$ cat config.mk
export PLATFORM = sky130hd
export DESIGN_NAME = alu_sequencer
export DESIGN_NICKNAME = d
export VERILOG_FILES = /design/src/rtl/alu_sequencer.sv
export SDC_FILE = /design/constraint.sdc
export NUM_CORES = 1
export LEC_CHECK = 0
export ABC_CLOCK_PERIOD_IN_PS = 3400
export CORE_ASPECT_RATIO = 2
export CORE_MARGIN = 2
export CORE_UTILIZATION = 41
export DETAILED_ROUTE_END_ITERATION = 6
export PLACE_DENSITY_LB_ADDON = 0.1
export SYNTH_ARGS = -nofsm -noshare
export SYNTH_HDL_FRONTEND = slang
export SYNTH_SLANG_ARGS = --single-unit
$ cat constraint.sdc
create_clock -name clk -period 3.4 [get_ports clk]
set_clock_uncertainty 0.2 [all_clocks]
set_input_delay 0.34 -clock clk [delete_from_list [all_inputs] [get_ports clk]]
set_output_delay 0.34 -clock clk [all_outputs]
set_load 0.05 [all_outputs]
$ cat src/rtl/alu_sequencer.sv
// ALU operation sequencer: accepts one request at a time, drives one-hot
// controls to an external ALU for a per-opcode number of cycles, then
// captures the 64-bit result and pulses done.
module alu_sequencer #(
   parameter int MUL_WAIT = 2,
   parameter int DIV_WAIT = 4
) (
   input  logic        clk,
   input  logic        clr,
   input  logic        start,
   input  logic [3:0]  op,
   input  logic [31:0] a_in,
   input  logic [31:0] b_in,
   input  logic [63:0] alu_c,
   output logic [31:0] alu_a,
   output logic [31:0] alu_b,
   output logic [12:0] ctl,
   output logic        busy,
   output logic        done,
   output logic        err,
   output logic [31:0] z_hi,
   output logic [31:0] z_lo
);

   localparam logic [1:0] IDLE = 2'd0;
   localparam logic [1:0] EXEC = 2'd1;
   localparam logic [1:0] DONE = 2'd2;

   localparam logic [3:0] OP_MUL  = 4'd2;
   localparam logic [3:0] OP_DIV  = 4'd3;
   localparam logic [3:0] OP_LAST = 4'd12;

   logic [1:0] state;
   logic [3:0] cnt;
   logic [3:0] op_q;

   logic accept;
   logic illegal_op;
   logic div_zero;
   logic capture;

   // Number of EXEC cycles the ALU needs for a given opcode.
   function automatic logic [3:0] wait_count(input logic [3:0] o);
      if (o == OP_MUL)
         wait_count = 4'(MUL_WAIT);
      else if (o == OP_DIV)
         wait_count = 4'(DIV_WAIT);
      else
         wait_count = 4'd1;
   endfunction

   // Request decode: acceptance and the two error short-cuts straight to DONE.
   always_comb begin
      accept     = (state == IDLE) && start;
      illegal_op = (op > OP_LAST);
      div_zero   = (op == OP_DIV) && (b_in == 32'd0);
      capture    = (state == EXEC) && (cnt <= 4'd1);
   end

   // Control path: FSM, wait counter, latched opcode and error flag.
   always_ff @(posedge clk or negedge clr) begin
      if (!clr) begin
         state <= IDLE;
         cnt   <= 4'd0;
         op_q  <= 4'd0;
         err   <= 1'b0;
      end else begin
         case (state)
            IDLE: begin
               if (accept) begin
                  op_q <= op;
                  if (illegal_op || div_zero) begin
                     err   <= 1'b1;
                     state <= DONE;
                  end else begin
                     err   <= 1'b0;
                     cnt   <= wait_count(op);
                     state <= EXEC;
                  end
               end
            end
            EXEC: begin
               cnt <= cnt - 4'd1;
               if (capture)
                  state <= DONE;
            end
            DONE:    state <= IDLE;
            default: state <= IDLE;
         endcase
      end
   end

   // Data path: operand latch on acceptance, result capture on the last EXEC edge.
   always_ff @(posedge clk or negedge clr) begin
      if (!clr) begin
         alu_a <= 32'd0;
         alu_b <= 32'd0;
         z_hi  <= 32'd0;
         z_lo  <= 32'd0;
      end else begin
         if (accept) begin
            alu_a <= a_in;
            alu_b <= b_in;
            // Divide-by-zero reports the dividend and an all-ones quotient.
            if (div_zero && !illegal_op) begin
               z_hi <= a_in;
               z_lo <= 32'hFFFF_FFFF;
            end
         end
         if (capture) begin
            z_hi <= alu_c[63:32];
            z_lo <= alu_c[31:0];
         end
      end
   end

   // Status and one-hot ALU controls, decoded from state so reset clears them at once.
   always_comb begin
      busy = (state != IDLE);
      done = (state == DONE);
      ctl  = 13'd0;
      if (state == EXEC)
         ctl = 13'(13'd1 << op_q);
   end

endmodule

; ---- Word level (Yosys, flattened, before mapping)
; Index checks and enable logic that the tools add are counted.
; W data, S select, Z words.
[op_classes]
n_addsub = 1
magnitude_cmp = 2
n_eq_ne = 7
shifts = 1
mux = 17
n_reduce_logical = 16
[ops]
columns = operator, count
row1 = $mux W32, 6
row2 = $logic_not A32 Y1, 1
row3 = $mux W13, 1
row4 = $shl A1 B4 Y13 const A, 1
row5 = $eq A4 B2 Y1 const B, 2
row6 = $mux W4, 2
row7 = $pmux W4 S2, 1
row8 = $reduce_bool A2 Y1, 4
row9 = $mux W2, 3
row10 = $mux W3, 2
row11 = $ne A2 B2 Y1 const B, 3
row12 = $reduce_and A2 Y1, 3
row13 = $gt A4 B4 Y1 const B, 1
row14 = $le A4 B1 Y1 const B, 1
row15 = $logic_and A1 B1 Y1, 4
row16 = $pmux W2 S2, 1
row17 = $sub A4 B1 Y4 const B, 1
row18 = $reduce_and A3 Y1, 1
row19 = $eq A2 B1 Y1 const B, 1
row20 = $eq A2 B2 Y1 const B, 1
row21 = $logic_not A2 Y1, 1
row22 = $logic_not A1 Y1, 1
row23 = $logic_or A1 B1 Y1, 1
row24 = $mux W1, 1
[totals]
reg_bits = 139
out_inout_bits = 144
wordCells = 52

; ---- Longest topological paths before layout
[depth]
ltp_word = 6
mapped_depth = 9
depth_no_buf = 7

; ---- Least setup slack after synthesis
; No wires, ideal clock.
[synth_path]
path_type = flip-flop to output port
start = register state[0]
end = output port ctl[8]
t_arrival_ns = 2.023
slack_ns = 0.837
path_stages_with_launch = 5
cell_sequence = dfrtp_1 nor2b_1 clkbuf_1 nand3b_1 nor3_1
[synth_between]
elab_chain_cells = 2
[synth_lines]
columns = element, line_no
row1 = start: declaration, 33  ; logic [1:0] state;
row2 = start signal: assignment, 63  ; state <= IDLE;
row3 = start signal: assignment, 74  ; state <= DONE;
row4 = start signal: assignment, 78  ; state <= EXEC;
row5 = $eq A2 B1 Y1, 122  ; if (state == EXEC)
row6 = $mux W13, 122
row7 = end: declaration, 17  ; output logic [12:0] ctl,
; Every way passes these cells.

; ---- Final worst setup path
[layout_path]
start = register state[1]
end = output port ctl[0]
; Same word-level chain as after synthesis.

==> results.sh <==
export IMPL_post_place_cells=860
export IMPL_maxSlewHeadroom_pct=32.21
export IMPL_hp_class="reg2reg"
export IMPL_insertion_delay_ns=0.40
export IMPL_final_antenna_net_count=0
export IMPL_grt_max_degree=112
export IMPL_cellPowerDensity_mw_per_mm2=1229
export IMPL_rr_endpoint="z_hi[19]"
export IMPL_p_leak_uw=0.003750
export IMPL_synth_edf_count=0
export IMPL_fillerInstances=1101
export IMPL_finalSetupViolations=0
export IMPL_num_io_pins=279
export IMPL_layout_setup_ws_ns=0.3378
export IMPL_arrival_ns=2.52
export IMPL_clkTransAtPathRegs_ns=0.05
export IMPL_drive_above_1_share_pct=24.43
export IMPL_fmax_mhz=326.6
export IMPL_power_uw=11560
export IMPL_synth_top_flop_cell="dfrtp_1"
export IMPL_synth_seq_area_share_pct=59.67
export IMPL_grt_pass1_vias=4800
export IMPL_grt_pass1_wl_mm=25.39
export IMPL_layout_commonest_cell="clkdlybuf4s50_1"
export IMPL_outcome="finished clean"
export IMPL_grt_antenna_before_repair=0
export IMPL_drv_cap=0
export IMPL_r2r_start="cnt[0]"
export IMPL_cpPeakStageDelay_ns=0.83
export IMPL_hold_viol_final=0
export IMPL_fin_crit_sh_pct=90.06
export IMPL_post_dp_cell_area_sq_mm=0.008825
export IMPL_tightest_slew_ns=1.017
export IMPL_fin_tns_setup_ns=0
export IMPL_clock_sinks=139
export IMPL_viasPerCell=4.980
export IMPL_cts_tree="yes"
export IMPL_worst_setup_path_end_kind="output port"
export IMPL_cp_start_kind="register"
export IMPL_finalInstanceArea_sq_mm=0.009412
export IMPL_start_util_pct=41.97
export IMPL_ys_warn_count=0
export IMPL_hold_path_startpoint="z_lo[24]"
export IMPL_cp_slowest_cell="clkdlybuf4s50_1"
export IMPL_netlist_instances=408
export IMPL_stdcell_count=893
export IMPL_drc=0
export IMPL_hold_depth=1
export IMPL_nets=828
export IMPL_drt_iter0_markers=121
export IMPL_post_place_ws_ns=0.2236
export IMPL_min_to="z_lo[24]"
export IMPL_avgSynthCellArea_sq_um=14.29
export IMPL_h_tree_depth=4
export IMPL_core_sq_mm=0.01389
export IMPL_crit_fanout=5
export IMPL_worst_r2r_cell_count=8
export IMPL_ys_ff_latch=139
export IMPL_port_buffers=278
export IMPL_rsz0062_at_grt="false"
export IMPL_mostFrequentLayoutCells="clkdlybuf4s50_1 (277), dfrtp_1 (139), mux2_2 (131)"
export IMPL_fp_dieW_um=88.32
export IMPL_areaGrowthSynthToFinish_pct=61.45
export IMPL_yosysUniqueCellTypes=34
export IMPL_finalWirelength_mm=16.47
export IMPL_n_antenna_cell=0
export IMPL_cts_made_buffers=17
export IMPL_dr_pass1_iters=4
export IMPL_die_area_sq_mm=0.01525
export IMPL_syn_num_nets=545
export IMPL_synthArstFlopShare_pct=100.0
export IMPL_track_usage_pct=21.87
export IMPL_place_gp_congestion=0.7983
export IMPL_maxSlewViolCount=0
export IMPL_cts_buffer_depth=2
export IMPL_detail_route_wl_per_cell_um=18.44
export IMPL_required_ns=2.86
export IMPL_irDropWorstVdd_v=0.0006701
export IMPL_synth_area_sq_mm=0.005829
export IMPL_dp_hpwl_mm=11.93
export IMPL_root_buffer="clkbuf_16"
export IMPL_vias=4447
export IMPL_grt_overflow=0
export IMPL_path_cells="inv_1 -> nand2_1 -> or3_1 -> nor3_1 -> clkdlybuf4s50_1"
export IMPL_r2r_slack_ns=0.99
export IMPL_die_height_um=172.6
export IMPL_rows=61
export IMPL_period_minus_slack_ns=3.062
export IMPL_critPathKind="reg2out"
[worst max-delay path by stage]
| stage | from | end | slack, ns | cells past startpoint |
|---|---|---|---|---|
| 4_1_cts | state[1] | ctl[0] | 0.32 | 5 |
| 6_report | state[1] | ctl[0] | 0.34 | 5 |
| 3_3_place_gp | b_in[12] | z_hi[22] | 0.26 | 7 |
| 2_1_floorplan | state[0] | ctl[8] | 0.84 | 4 |
| 5_1_grt | state[1] | ctl[0] | 0.23 | 5 |
| 3_5_place_dp | b_in[0] | z_hi[12] | 0.22 | 7 |
[registers in the layout, indices dropped and copies added, names as in the netlist]
| register | count |
|---|---|
| z_hi | 32 |
| alu_a | 32 |
| z_lo | 32 |
| op_q | 4 |
| alu_b | 32 |
| state | 2 |
| err | 1 |
| cnt | 4 |
[metrics by stage]
step | utilization, % | hold WS (ns)
after floorplan | - | -0.1556
after global placement | 63.53 | 0.2696
after detailed placement | 63.53 | 0.2763
after CTS | 67.75 | 0.2887
after global routing | 67.75 | 0.3040
final | 67.75 | 0.2851
[timing repair]
action	CTS	global route
endpoints found under the hold margin	109	0
buffers inserted	0	0
gates resized for setup	0	0
hold buffers	1	0
[cells in the mapped netlist, types with 3 or more instances]
cell type | number | area (sq um)
a31oi_1 | 3 | 18.77
nor4_1 | 9 | 56.30
nand3_1 | 3 | 15.01
buf_6 | 3 | 33.78
buf_2 | 4 | 20.02
nand2b_1 | 3 | 18.77
o22a_1 | 32 | 280.3
nand2_1 | 10 | 37.54
clkbuf_1 | 15 | 56.30
a21oi_1 | 6 | 30.03
inv_1 | 4 | 15.01
mux2_2 | 131 | 1475
dfrtp_1 | 139 | 3478
nor2_1 | 17 | 63.81
nor3_1 | 6 | 30.03
[where the power goes]
part	internal (uW)	total (uW)	leakage (uW)	switching (uW)
registers	2510	2990	0.00161	475
logic	2570	6780	0.00187	4210
clock network	1090	1800	0.000272	711
[area by class of cell]
cell class	instances	area [sq um]	share of cell area, %
Clock buffer	20	436.7	4.640
Inverter	4	15.01	0.1595
Timing Repair Buffer	286	2872	30.51
Multi-Input combinational cell	243	2233	23.73
Clock inverter	12	140.1	1.489
Tap cell	189	236.5	2.513
Sequential cell	139	3478	36.96
[critical path, delay by kind of cell, from the launching register on]
family,cells,cell delay [ns]
buf+inv,2,0.98
flops,1,0.41
simple gates,3,0.73
[layer usage]
metal / part of all wire, % / global-route usage, % / wire [um]
met1: 36 / 23.77 / 5877
met2: 55 / 39.22 / 9123
met3: 6.6 / 6.492 / 1087
met4: 2.3 / 7.386 / 380
met5: 0 / 0 / 0
[cells by family after synthesis]
family | count (synthesis) | share of synthesized area, %
adders and majority gates | 2 | 0.4292
AOI/OAI and AO/OA | 49 | 6.933
and+or+nand+nor | 58 | 4.958
DFF | 139 | 59.67
muxes | 134 | 25.86
buffers and inverters | 26 | 2.146
No activity file was read; power rests on OpenSTA's default activity.
